$ cat src/rtl/mem_bus_arbiter_pkg.sv
// rtl/mem_bus_arbiter_pkg.sv - shared encodings for the external memory bus arbiter
package mem_bus_arbiter_pkg;

    typedef enum logic [2:0] {
        ST_IDLE,
        ST_ADDR_LO,
        ST_ADDR_HI,
        ST_DATA,
        ST_FIN
    } state_e;

    typedef enum logic [1:0] {
        PH_NONE,
        PH_ADDR_LO,
        PH_ADDR_HI,
        PH_DATA
    } phase_e;

    typedef enum logic [1:0] {
        BE_IDLE,
        BE_ARM,
        BE_DRIVE
    } beat_state_e;

    localparam logic REQ_CPU = 1'b0;
    localparam logic REQ_DBG = 1'b1;

    function automatic phase_e phase_of(input state_e s);
        case (s)
            ST_ADDR_LO: return PH_ADDR_LO;
            ST_ADDR_HI: return PH_ADDR_HI;
            ST_DATA:    return PH_DATA;
            default:    return PH_NONE;
        endcase
    endfunction

endpackage

$ cat src/rtl/mem_bus_arbiter_beat.sv
// rtl/mem_bus_arbiter_beat.sv - hs_beat_engine: handshake synchroniser, ARM/DRIVE sequencing, per-beat timeout
module hs_beat_engine
    import mem_bus_arbiter_pkg::*;
#(
    parameter int SYNC_STAGES = 2,
    parameter int TIMEOUT     = 1023
) (
    input  logic clk,
    input  logic rst_n,
    input  logic start,
    input  logic clear,
    input  logic hs_in,
    output logic hs_out,
    output logic beat_done,
    output logic timeout
);

    localparam int CW = (TIMEOUT < 2) ? 1 : $clog2(TIMEOUT + 1);
    localparam logic [CW-1:0] CNT_LAST = CW'(TIMEOUT - 1);

    beat_state_e            state_q, state_d;
    logic [SYNC_STAGES-1:0] sync_q, sync_d;
    logic [CW-1:0]          cnt_q, cnt_d;
    logic                   hs_out_q, hs_out_d;
    logic                   hs_s;

    always_comb begin
        sync_d    = {sync_q[SYNC_STAGES-2:0], hs_in};
        hs_s      = sync_q[SYNC_STAGES-1];
        state_d   = state_q;
        hs_out_d  = hs_out_q;
        cnt_d     = cnt_q;
        beat_done = (state_q == BE_DRIVE) && hs_out_q && hs_s;
        // a beat that completes on the last allowed cycle is not a timeout
        timeout   = (TIMEOUT != 0) && (state_q != BE_IDLE) && (cnt_q == CNT_LAST) && !beat_done;

        if (state_q != BE_IDLE) begin
            cnt_d = cnt_q + CW'(1);
        end

        case (state_q)
            BE_ARM: begin
                if (!hs_s) begin
                    state_d  = BE_DRIVE;
                    hs_out_d = 1'b1;
                end
            end
            BE_DRIVE: begin
                if (beat_done) begin
                    state_d  = BE_IDLE;
                    hs_out_d = 1'b0;
                end
            end
            default: ;
        endcase

        if (timeout) begin
            state_d  = BE_IDLE;
            hs_out_d = 1'b0;
        end
        if (start) begin
            state_d  = BE_ARM;
            hs_out_d = 1'b0;
            cnt_d    = '0;
        end
        if (clear) begin
            state_d  = BE_IDLE;
            hs_out_d = 1'b0;
            cnt_d    = '0;
        end
    end

    always_ff @(posedge clk or negedge rst_n) begin
        if (!rst_n) begin
            state_q  <= BE_IDLE;
            sync_q   <= '0;
            cnt_q    <= '0;
            hs_out_q <= 1'b0;
        end else begin
            state_q  <= state_d;
            sync_q   <= sync_d;
            cnt_q    <= cnt_d;
            hs_out_q <= hs_out_d;
        end
    end

    assign hs_out = hs_out_q;

endmodule

$ cat src/rtl/mem_bus_arbiter.sv
// rtl/mem_bus_arbiter.sv - round-robin arbiter for the byte-serial external memory bus
module mem_bus_arbiter
    import mem_bus_arbiter_pkg::*;
#(
    parameter int SYNC_STAGES = 2,
    parameter int TIMEOUT     = 1023
) (
    input  logic        clk,
    input  logic        rst_n,
    input  logic        r0_req,
    input  logic        r0_we,
    input  logic [15:0] r0_addr,
    input  logic [7:0]  r0_wdata,
    output logic        r0_done,
    output logic        r0_err,
    input  logic        r1_req,
    input  logic        r1_we,
    input  logic [15:0] r1_addr,
    input  logic [7:0]  r1_wdata,
    output logic        r1_done,
    output logic        r1_err,
    output logic [7:0]  rdata,
    input  logic        hs_in,
    output logic        hs_out,
    input  logic [7:0]  bus_in,
    output logic [7:0]  bus_out,
    output logic [7:0]  bus_oe,
    output logic        bus_rd,
    output logic        bus_wr,
    output logic        owner,
    output logic        busy
);

    state_e      state_q, state_d;
    logic        owner_q, owner_d;
    logic        last_owner_q, last_owner_d;
    logic        we_q, we_d;
    logic        err_q, err_d;
    logic [15:0] addr_q, addr_d;
    logic [7:0]  wdata_q, wdata_d;
    logic [7:0]  rdata_q, rdata_d;
    logic        eng_start, eng_clear;
    logic        beat_done, beat_timeout;
    phase_e      phase;

    hs_beat_engine #(
        .SYNC_STAGES(SYNC_STAGES),
        .TIMEOUT    (TIMEOUT)
    ) u_beat (
        .clk      (clk),
        .rst_n    (rst_n),
        .start    (eng_start),
        .clear    (eng_clear),
        .hs_in    (hs_in),
        .hs_out   (hs_out),
        .beat_done(beat_done),
        .timeout  (beat_timeout)
    );

    always_comb begin
        state_d      = state_q;
        owner_d      = owner_q;
        last_owner_d = last_owner_q;
        we_d         = we_q;
        err_d        = err_q;
        addr_d       = addr_q;
        wdata_d      = wdata_q;
        rdata_d      = rdata_q;
        eng_start    = 1'b0;
        eng_clear    = (state_q == ST_FIN);

        case (state_q)
            ST_IDLE: begin
                if (r0_req || r1_req) begin
                    // on a tie, the requester not served last wins
                    owner_d   = (r0_req && r1_req) ? ~last_owner_q : r1_req;
                    we_d      = (owner_d == REQ_DBG) ? r1_we    : r0_we;
                    addr_d    = (owner_d == REQ_DBG) ? r1_addr  : r0_addr;
                    wdata_d   = (owner_d == REQ_DBG) ? r1_wdata : r0_wdata;
                    err_d     = 1'b0;
                    state_d   = ST_ADDR_LO;
                    eng_start = 1'b1;
                end
            end
            ST_ADDR_LO, ST_ADDR_HI, ST_DATA: begin
                if (beat_done) begin
                    if (state_q == ST_ADDR_LO) begin
                        state_d   = ST_ADDR_HI;
                        eng_start = 1'b1;
                    end else if (state_q == ST_ADDR_HI) begin
                        state_d   = ST_DATA;
                        eng_start = 1'b1;
                    end else begin
                        if (!we_q) begin
                            rdata_d = bus_in;
                        end
                        state_d = ST_FIN;
                    end
                end else if (beat_timeout) begin
                    err_d   = 1'b1;
                    state_d = ST_FIN;
                end
            end
            ST_FIN: begin
                last_owner_d = owner_q;
                state_d      = ST_IDLE;
            end
            default: state_d = ST_IDLE;
        endcase
    end

    always_comb begin
        phase   = phase_of(state_q);
        bus_out = 8'h00;
        bus_oe  = 8'h00;
        case (phase)
            PH_ADDR_LO: begin
                bus_out = addr_q[7:0];
                bus_oe  = 8'hFF;
            end
            PH_ADDR_HI: begin
                bus_out = addr_q[15:8];
                bus_oe  = 8'hFF;
            end
            PH_DATA: begin
                if (we_q) begin
                    bus_out = wdata_q;
                    bus_oe  = 8'hFF;
                end
            end
            default: ;
        endcase

        busy    = (state_q != ST_IDLE);
        bus_rd  = busy && !we_q;
        bus_wr  = busy && we_q;
        owner   = owner_q;
        rdata   = rdata_q;
        r0_done = (state_q == ST_FIN) && (owner_q == REQ_CPU);
        r1_done = (state_q == ST_FIN) && (owner_q == REQ_DBG);
        r0_err  = r0_done && err_q;
        r1_err  = r1_done && err_q;
    end

    always_ff @(posedge clk or negedge rst_n) begin
        if (!rst_n) begin
            state_q      <= ST_IDLE;
            owner_q      <= REQ_CPU;
            last_owner_q <= REQ_DBG;
            we_q         <= 1'b0;
            err_q        <= 1'b0;
            addr_q       <= '0;
            wdata_q      <= '0;
            rdata_q      <= '0;
        end else begin
            state_q      <= state_d;
            owner_q      <= owner_d;
            last_owner_q <= last_owner_d;
            we_q         <= we_d;
            err_q        <= err_d;
            addr_q       <= addr_d;
            wdata_q      <= wdata_d;
            rdata_q      <= rdata_d;
        end
    end

endmodule

$ cat config.mk
export PLATFORM = sky130hd
export DESIGN_NAME = mem_bus_arbiter
export DESIGN_NICKNAME = d
export VERILOG_FILES = /design/src/rtl/mem_bus_arbiter_pkg.sv /design/src/rtl/mem_bus_arbiter_beat.sv /design/src/rtl/mem_bus_arbiter.sv
export SDC_FILE = /design/constraint.sdc
export NUM_CORES = 1
export LEC_CHECK = 0
export ABC_AREA = 0
export BUFFER_PORTS_ARGS = -buffer_cell sky130_fd_sc_hd__buf_4
export CORE_AREA = 2 2 83 85
export DETAILED_ROUTE_END_ITERATION = 12
export DIE_AREA = 0 0 85 87
export PLACE_DENSITY = 0.75
export SETUP_SLACK_MARGIN = 0.02
export SLEW_MARGIN = 10
export SYNTH_ARGS = -nofsm -noshare
export SYNTH_HDL_FRONTEND = slang
export SYNTH_SLANG_ARGS = --single-unit
$ cat constraint.sdc
create_clock -name clk -period 1.7 [get_ports clk]
set_input_delay 0.255 -clock clk [delete_from_list [all_inputs] [get_ports clk]]
set_output_delay 0.255 -clock clk [all_outputs]
set_load 0.005 [all_outputs]
== After elaboration in Yosys (flattened, before gate mapping) ==
Cells that the tools add are included.
Word-level totals
  bits in registers: 54
  input port bits: 63
  output and inout port bits: 33
  word-level logic and storage cells: 100
Cells by class
  add/sub/neg operators: 1
  equal/unequal tests: 16
  mux-type cells: 39
  bitwise gates (word level): 5
  reductions and logical operators: 27
Operators with widths (count)
  10-bit two-way mux: 3
  8-bit two-way mux: 3
  8-bit case mux with 3 select lines: 1
  16-bit two-way mux: 1
  8-bit case mux with 2 select lines: 1
  3-bit two-way mux: 5
  1-bit two-way mux: 14
  1-bit logical AND: 11
  10-bit by 1-bit adder with 10-bit output, second input constant: 1
  10-bit equality test, second input constant: 1
  2-bit two-way mux: 5
  5-bit inequality test, second input constant: 2
  2-bit equality test, second input constant: 3
  3-bit by 2-bit equality test with 1-bit output, second input constant: 2
  2-bit inequality test, second input constant: 3
  1-bit case mux with 2 select lines: 3
  2-bit case mux with 3 select lines: 1
  3-bit case mux with 2 select lines: 1
  3-bit nonzero test: 2
  1-bit inverter: 5
  5-bit AND reduction: 1
  5-bit nonzero test: 1
  2-bit by 1-bit equality test with 1-bit output, second input constant: 2
  2-bit case mux with 2 select lines: 1
  12 further kinds: 15

== Longest topological paths before layout ==
Gate-level depths: netlist of the first run.
  depth in word-level cells: 8
  mapped depth: 8
  gate-level depth less buffers: 7

== Modules after synthesis ==
A second synthesis of the first run with hierarchy kept.
Second synthesis, totals
  cells, all modules: 258
  area total of the unflattened synthesis: 2834.0 um^2
Modules (own cells, without submodules)
  mem_bus_arbiter: instances 1, cells each 186, area each 2110.8 um^2
  hs_beat_engine: instances 1, cells each 72, area each 723.2 um^2

== Worst setup path after synthesis of the first run ==
No wires, ideal clock.
  path kind: register -> output
  from: register state_q[0]
  to: output port bus_oe[1]
  arrival time: 1550 ps
  slack: -105 ps
  cell stages (with the launch flop): 8
  path buffers: 2
  path through: dfrtp_1 buf_4 inv_2 nor2_1 inv_1 ha_1 a21oi_1 buf_4
Between the ends
  cells in the longest elaborated chain, start to end: 5
  elaborated cells between the ends (all ways): 9
  those cells by class: eq/ne (6); mux (2); reduce/logical (1)
RTL lines
  from (decl): RTL line mem_bus_arbiter.sv:34  | state_e state_q, state_d;
  from (signal assigned): RTL line mem_bus_arbiter.sv:156  | state_q <= state_d;
  3-bit by 2-bit equality test with 1-bit output / 3-bit by 1-bit equality test with 1-bit output (equally long branches): RTL line mem_bus_arbiter_pkg.sv:29  | case (s)
  2-bit case mux with 3 select lines *: RTL line mem_bus_arbiter_pkg.sv:29
  2-bit equality test / 2-bit by 1-bit equality test with 1-bit output (equally long branches): RTL line mem_bus_arbiter.sv:116  | case (phase)
  2-bit OR reduction (no line)
  8-bit case mux with 2 select lines *: RTL line mem_bus_arbiter.sv:116
  to (decl): RTL line mem_bus_arbiter.sv:27  | output logic [7:0] bus_oe,
Mark *: on every way between the ends. The rest lies on a longest branch, timed or not.

== Final worst setup path of the first run ==
  from: register state_q[2]
  to: output port bus_out[6]
Between the ends
  cells in the longest elaborated chain, start to end: 4
  elaborated cells between the ends (all ways): 8
  those cells by class: eq/ne (6); mux (2)
RTL lines
  3-bit by 2-bit equality test with 1-bit output / 3-bit by 1-bit equality test with 1-bit output (equally long branches): RTL line mem_bus_arbiter_pkg.sv:29
  2-bit case mux with 3 select lines *: RTL line mem_bus_arbiter_pkg.sv:29
  2-bit equality test / 2-bit by 1-bit equality test with 1-bit output (equally long branches): RTL line mem_bus_arbiter.sv:116
  8-bit case mux with 3 select lines *: RTL line mem_bus_arbiter.sv:116
  to (decl): RTL line mem_bus_arbiter.sv:26  | output logic [7:0] bus_out,
Marks and branches as above.

==> results of run 1 <==
==> layout by cell type (no fill, tap or decap), drive strengths merged, types with 2 or more instances in the layout <==
cell,count
a211oi,2
a21oi,6
a222oi,8
and2,4
and3,4
buf,118
clkbuf,6
dfrtp,52
ha,7
inv,8
mux2,8
mux2i,25
nand2,30
nand3,3
nand3b,2
nand4,2
nor2,31
nor3,5
o211a,3
o21ai,28
o31ai,2
or2,2
xnor2,2
xor2,7
==> stage by stage <==
stage | TNS (ns) | cell area [um2]
after floorplan | 0 | 2840
after global placement | -0.0750 | 3690
after detailed placement | -1.02 | 3690
after CTS | -4.86 | 3930
after global routing | -8.79 | 4020
final | -6.02 | 4020
==> worst register-to-register path, cell delays in order, from the launching register on <==
cell and delay (ns):
dfrtp_1 0.43, buf_6 0.13, buf_6 0.13, or3b_4 0.41, buf_6 0.14, o31ai_4 0.05
or2_1 0.18, buf_12 0.14, nor3_1 0.05
==> kinds of logic (layout without fill, tap and decap cells) <==
| logic type | after synthesis | after routing |
|---|---|---|
| AO/OA/AOI/OAI | 56 | 56 |
| XOR/XNOR | 9 | 9 |
| adder cells (fa/ha/maj) | 7 | 7 |
| buffers and inverters | 32 | 134 |
| flip-flops | 53 | 53 |
| multiplexers | 33 | 33 |
| AND/OR/NAND/NOR | 88 | 88 |
==> how the worst max path moves through the flow <==
stage	from	endpoint	cells after the start
after detailed placement	state_q[2]$_DFFE_PN0P_	bus_out[3]	8
after floorplan	state_q[0]$_DFFE_PN0P_	bus_out[0]	8
after global placement	state_q[2]$_DFFE_PN0P_	bus_out[3]	8
final	state_q[2]$_DFFE_PN0P_	bus_out[6]	6
after global routing	state_q[0]$_DFFE_PN0P_	bus_out[5]	7
after CTS	state_q[2]$_DFFE_PN0P_	bus_out[6]	8
==> layout make-up <==
class,instances,share of cell area (%)
Timing Repair Buffer,119,25.1
Sequential cell,53,33.0
Multi-Input combinational cell,193,36.5
Inverter,7,0.715
Tap cell,80,2.49
Clock buffer,6,1.80
Clock inverter,2,0.342
==> state kept, by name, summed over array words and instances, names as in the netlist <==
register / cells
u_beat.hs_out: 1
u_beat.sync_q: 2
u_beat.state_q: 1
rdata: 8
state_q: 3
u_beat.cnt_q: 10
err_q: 1
we_q: 1
last_owner_q: 1
wdata_q: 8
owner: 1
addr_q: 16
==> power by group <==
group          switching [uW]  total, uW  internal, uW
Combinational            1660       3750          2100
Sequential                335       2080          1750
Clock                     430        725           295
Total                    2420       6560          4140
==> repair_timing <==
item | 4_1_cts | 5_1_grt
buffers inserted | 4 | 3
gates resized for setup | 27 | 18
pin swaps | 9 | 9
hold buffers | 1 | 0
hold endpoints to repair | 17 | 0
endpoints found under the setup margin | 28 | 42
==> layer usage <==
metal  vias to the layer above  global-route usage [%]
li1                       1164                       -
met4                         0                    5.34
met2                        75                    30.1
met1                      1184                    25.2
met3                        10                    3.70
met5                         -                       0
==> results.md, run 1 <==
* Hold_sp: hs_in
* GR Util All Layers at 18.5%
* CTS tree: built
* DP Cell Count at 445
* Crit Path Category: register to output pin
* Seq/Total Area, Yosys at a little under half
* Slew of the pin with the lowest slew margin at 0.662 ns
* Final Cycle Share at 122%
* Reg-to-Reg End: u_beat.hs_out$_DFFE_PN0P_
* Reg area at 1330 um2
* FP Rows at 30
* Routed WL at 7.04 mm
* Antenna cells at 0
* Final core occ at 61.2%
* Netlist Area Pre-Place at approximately 2800 um2
* CP top delay family: flip-flops
* Max Slew Vio Count at 0
* Ys async rst share at 100%
* Detailed placement HPWL at roughly 4.8 mm
* Post-route minimum period at 2.08 ns
* R2R Setup Slk at -0.06 ns
* Skew final at 0.00719 ns
* Later-pin clock latency in the skew report at 0.31 ns
* Seq cells post-synth at 53
* Met2 routed WL at 3.50 mm
* Post-synth top area share at 46.1%
* Synth top cells by count: dfrtp_1 (52), nor2_1 (31), nand2_1 (29), o21ai_0 (27), mux2i_1 (25)
* Crit path max fanout at 8
* Post-Synth Adder-Cell Area at 3.10%
* Area of the multi-input gates at 1470 um2
* Status: finished with violations
* Layout cell share with drive strength beyond 1 at 42.9%
* Main combinational cell family by area after synthesis: simple AND/OR/NAND/NOR gates
* Failing checks: setup timing
* Achievable clock frequency at 0.481 GHz
* Syn nets at 348
* Max stage delay on crit path at 0.44 ns
* Compound-Gate Fraction of Synth Area at 12.9%
* First-pass GRT wire length at 11.0 mm
* Vias per cell at 5.29
* Initial core utilization at 43.0%
* Min-Delay Endpoint: u_beat.sync_q[0]$_DFF_PN0_
* DP Worst Slack at -0.0871 ns
* Peak VDD IR at 1470 uV
* RSZ-0062 raised after global routing: yes
* PwrDens at 1630 nW/um2
* EDFF count, synth at 0
* Worst EP arrival at 1.82 ns
* Global route overflow at 0
* Buffer depth of the longest clock path at 2
* Final hold violation count at 0
* Routed vias at 2433
* Worst Hold Slack at 0.0496 ns
* WHS Path Cells at 1
* Total clock sinks at 53
* Antenna-violating nets left at 0
* DRC at 0
* Max-Cap Viols at 0
* Area contributors post-synth: dfrtp_1 (46%), mux2i_1 (8.9%), o21ai_0 (4.8%), mux2_4 (4.3%), nor2_1 (4.1%)
* Synth warn at 0
* Largest net degree at the start of global routing at 54
* TritonRoute pass-1 iters at 5
* Fillers at around 540
* Min-delay worst type: input port to register
* Die Height at 87 um
* Final std cells w/o fill at 460
* Post-synthesis mux area share at 13.1%
* Avg Inst Size Synth at 10.2 um2
* Wire per inst at 15.3 um
* Worst path bufs/invs at 2
* Leakage at 0.00204 uW
* Slowest cell on the critical path: dfrtp_2
* Number of buffers created by CTS at 5
* Fin nets at 449
* M1 WL at 3.08 mm
* Critical Path End Type: output pin
* Core box area at 6570 um2
* R2r worst-path depth at 8
* Area leader, netlist: dfrtp_1
* Slew headroom at roughly 56%
* Simple-Gate Fraction of Synth Area at approximately 15%
* Vias in the first global route at 2275
* Clock Tree Root: clkbuf_8
* Top Metal Used: met4
* I/O pin count at between 90 and 100
* Area Overhead vs Synth at 42.4%
* CP cell instances: nor2_4 > inv_2 > ha_4 > a222oi_1 > nor2_1 > buf_4
* Die area at 7400 um2
* Crit path required time at 1.44 ns
* GPL Wtd Cong at between 0.7 and 0.8
* Initial DRC Count at around 130
* Startpoint Class: register
* Setup-failing EPs final at 40
* Synth unique cells at 46
* Clk slew on worst S/H paths at about 0.1 ns
* Count leader, synth: dfrtp_1
* Die width at roughly 85 um
* Worst Slack Setup Final at -0.380 ns
* Primary FF master, synth: dfrtp_1
* Initial antenna violation count at 0
* Worst r2r src: state_q[1]$_DFFE_PN0P_
* DR WL met3 at around 350 um
* Final Power at between 6000 and 7000 uW
* H-tree depth at 2
* XOR/XNOR Fraction of Synth Area at 2.79%
* Cell count after synthesis at 278
* IO buf count at 95
Note: power is estimated with default switching activity, not from simulation.
==> run 2, diff against run 1 <==
--- a/config.mk
+++ b/config.mk
@@ -8,8 +8,8 @@
 export ABC_AREA = 0
 export BUFFER_PORTS_ARGS = -buffer_cell sky130_fd_sc_hd__buf_4
-export CORE_AREA = 2 2 83 85
+export CORE_AREA = 2 2 79 81
 export DETAILED_ROUTE_END_ITERATION = 12
-export DIE_AREA = 0 0 85 87
-export PLACE_DENSITY = 0.75
+export DIE_AREA = 0 0 81 83
+export PLACE_DENSITY = 0.78
 export SETUP_SLACK_MARGIN = 0.02
 export SLEW_MARGIN = 10
==> constraint.sdc (replaced) <==
create_clock -name clk -period 2.3 [get_ports clk]
set_input_delay 0.23 -clock clk [delete_from_list [all_inputs] [get_ports clk]]
set_output_delay 0.23 -clock clk [all_outputs]
set_load 0.005 [all_outputs]
==> results.md, run 2 (synthesized netlist as in run 1, its figures left out) <==
* Status: complete, no violations
* Initial antenna violation count at 0 (unchanged)
* Max-Cap Viols at 0 (unchanged)
* Final hold violation count at 0 (unchanged)
* Slowest cell on the critical path: dfrtp_2
* Worst Slack Setup Final at 0.113 ns (+0.493 ns)
* Hold_sp: hs_in
* DP Worst Slack at 0.246 ns (+0.334 ns)
* Area Overhead vs Synth at 30.6%
* Total clock sinks at 53 (unchanged)
* Slew of the pin with the lowest slew margin at 0.662 ns (+0.0000696 ns)
* Worst r2r src: state_q[1]$_DFFE_PN0P_
* Skew final at 0.00463 ns (-0.00256 ns)
* Clock Tree Root: clkbuf_8
* Min-Delay Endpoint: u_beat.sync_q[0]$_DFF_PN0_
* Clk slew on worst S/H paths at 0.09 ns (about the same)
* First-pass GRT wire length at 10.7 mm (-2.5%)
* Worst path bufs/invs at 3 (+1)
* GRT Max-Usage Layer: met2
* Worst EP arrival at 1.96 ns (+0.14 ns)
* PwrDens at 1100 nW/um2 (-33%)
* Antenna cells at 0 (unchanged)
* CTS tree: built
* Leakage at 0.00192 uW (-6.1%)
* Min-delay worst type: input port to register
* Fin nets at 435 (-3.1%)
* Post-route minimum period at 2.19 ns
* Antenna-violating nets left at 0 (unchanged)
* Reg-to-Reg End: u_beat.hs_out$_DFFE_PN0P_
* Crit path max fanout at 8 (unchanged)
* Later-pin clock latency in the skew report at 0.30 ns (about the same)
* Routed vias at 2372 (-2.5%)
* Detailed placement HPWL at 4.75 mm (-1.9%)
* Vias per cell at 5.38 (+1.7%)
* Max Slew Vio Count at 0 (unchanged)
* FP Rows at 28 (-6.7%)
* Max stage delay on crit path at 0.42 ns (-0.02 ns)
* Final Power at 4060 uW (-38%)
* Worst Hold Slack at 0.0269 ns (-0.0227 ns)
* Setup-failing EPs final at 0 (-100%)
* Routed WL at 6.58 mm (-6.6%)
* I/O pin count at 96 (unchanged)
* Layout cell share with drive strength beyond 1 at 36.6% (-6.3 points)
* R2r worst-path depth at 5 (-3)
* IO buf count at 95 (unchanged)
* Slew headroom at 55.9% (about the same)
* Buffer depth of the longest clock path at 2 (unchanged)
* Crit path required time at 2.07 ns (+0.63 ns)
* H-tree depth at 2 (unchanged)
* Startpoint Class: register
* Wire per inst at 14.9 um (-2.6%)
* Commonest non-fill, non-tap cells in the layout: buf_4 (103), dfrtp_1 (49), nor2_1 (30)
* Vias in the first global route at 2307 (+1.4%)
* Die width at 81 um (-4.7%)
* R2R Setup Slk at 0.39 ns (+0.45 ns)
* DRC at 0 (unchanged)
* GR Util All Layers at 20.0% (+1.5 points)
* Commonest non-fill, non-tap cell in the layout: buf_4
* Final Cycle Share at 95.1%
* Final core occ at 63.4% (+2.2 points)
* Peak VDD IR at 1110 uV (-24%)
* Core box area at 5820 um2 (-11%)
* CP cell instances: inv_2 > nand2_2 > inv_1 > ha_1 > and2_2 > a222oi_1 > nor2_1 > buf_4
* Initial DRC Count at 235 (+84%)
* Setup TNS at 0 ns (+6.02 ns)
* Number of buffers created by CTS at 5 (unchanged)
* GPL Wtd Cong at 0.818 (+5.1%)
* TritonRoute pass-1 iters at 5 (unchanged)
* WHS Path Cells at 1 (unchanged)
* Global route overflow at 0 (unchanged)
* Die Height at 83 um (-4.6%)
* Largest Register: addr_q
* M3 GR Usage at 3.26% (-0.44 points)
* Die area at 6720 um2 (-9.1%)
* Largest register FFs at 16 (unchanged)
* Crit Path Category: register to output pin
* Biggest regs: addr_q: 16 flops, u_beat.cnt_q: 10 flops
* Met2 GRT Util at 33.6% (+3.5 points)
* Met1 global-route usage at 26.3% (+1.0 points)
* Initial core utilization at 48.6% (+5.6 points)
* Largest net degree at the start of global routing at 54 (unchanged)
* Achievable clock frequency at between 0.4 and 0.5 GHz
* CP top delay family: simple AND/OR/NAND/NOR gates
* Critical Path End Type: output pin
run 2: timing repair:
| action | 4_1_cts | 5_1_grt |
|---|---|---|
| resized for setup | 2 | 5 |
| endpoints found under the hold margin | 52 | 0 |
| pin swaps | 0 | 1 |
| buffers inserted | 0 | 6 |
| hold buffers | 1 | 0 |
| endpoints found under the setup margin | 8 | 8 |
run 2: worst max-delay path by stage:
stage | start | endpoint | slack (ns) | depth (start not counted)
2_1_floorplan | state_q[0]$_DFFE_PN0P_ | bus_oe[1] | 0.52 | 7
3_3_place_gp | state_q[0]$_DFFE_PN0P_ | bus_out[5] | 0.30 | 7
3_5_place_dp | state_q[0]$_DFFE_PN0P_ | bus_out[3] | 0.25 | 7
4_1_cts | state_q[2]$_DFFE_PN0P_ | bus_out[3] | 0.05 | 8
5_1_grt | state_q[2]$_DFFE_PN0P_ | bus_out[7] | -0.02 | 8
6_report | state_q[2]$_DFFE_PN0P_ | bus_out[3] | 0.11 | 8
run 2: final cells by class:
class | count | area (um2)
clock buffers | 7 | 76.3
flip-flops and latches | 53 | 1330
clock inverters | 1 | 7.51
multi-input cells | 193 | 1360
repair buffers | 105 | 796
fillers | 501 | 2130
inverters | 7 | 26.3
well taps | 75 | 93.8
run 2: metal layers:
layer	up-vias	wire length (um)
li1	1142	-
met1	1135	2750
met2	85	3320
met3	10	395
met4	0	114
met5	-	0
run 2: where the power goes:
| part | switching, uW | total [uW] | internal [uW] | leakage, uW |
|---|---|---|---|---|
| logic | 917 | 1990 | 1070 | 0.00122 |
| registers | 280 | 1570 | 1290 | 0.000661 |
| clock network | 287 | 503 | 216 | 0.0000385 |
| total | 1490 | 4060 | 2570 | 0.00192 |
run 2: worst register-to-register path, cell delays in order (launching register included):
cell and delay, ns:
dfrtp_2 0.46, buf_4 0.17, or3b_2 0.51, o31ai_1 0.14, or2_1 0.40, nor3_1 0.11
run 2: metrics by stage:
step,cell area [um2],std cells
after floorplan,2820,278
after global placement,3520,426
after detailed placement,3520,426
after CTS,3620,435
after global routing,3690,441
final,3690,441
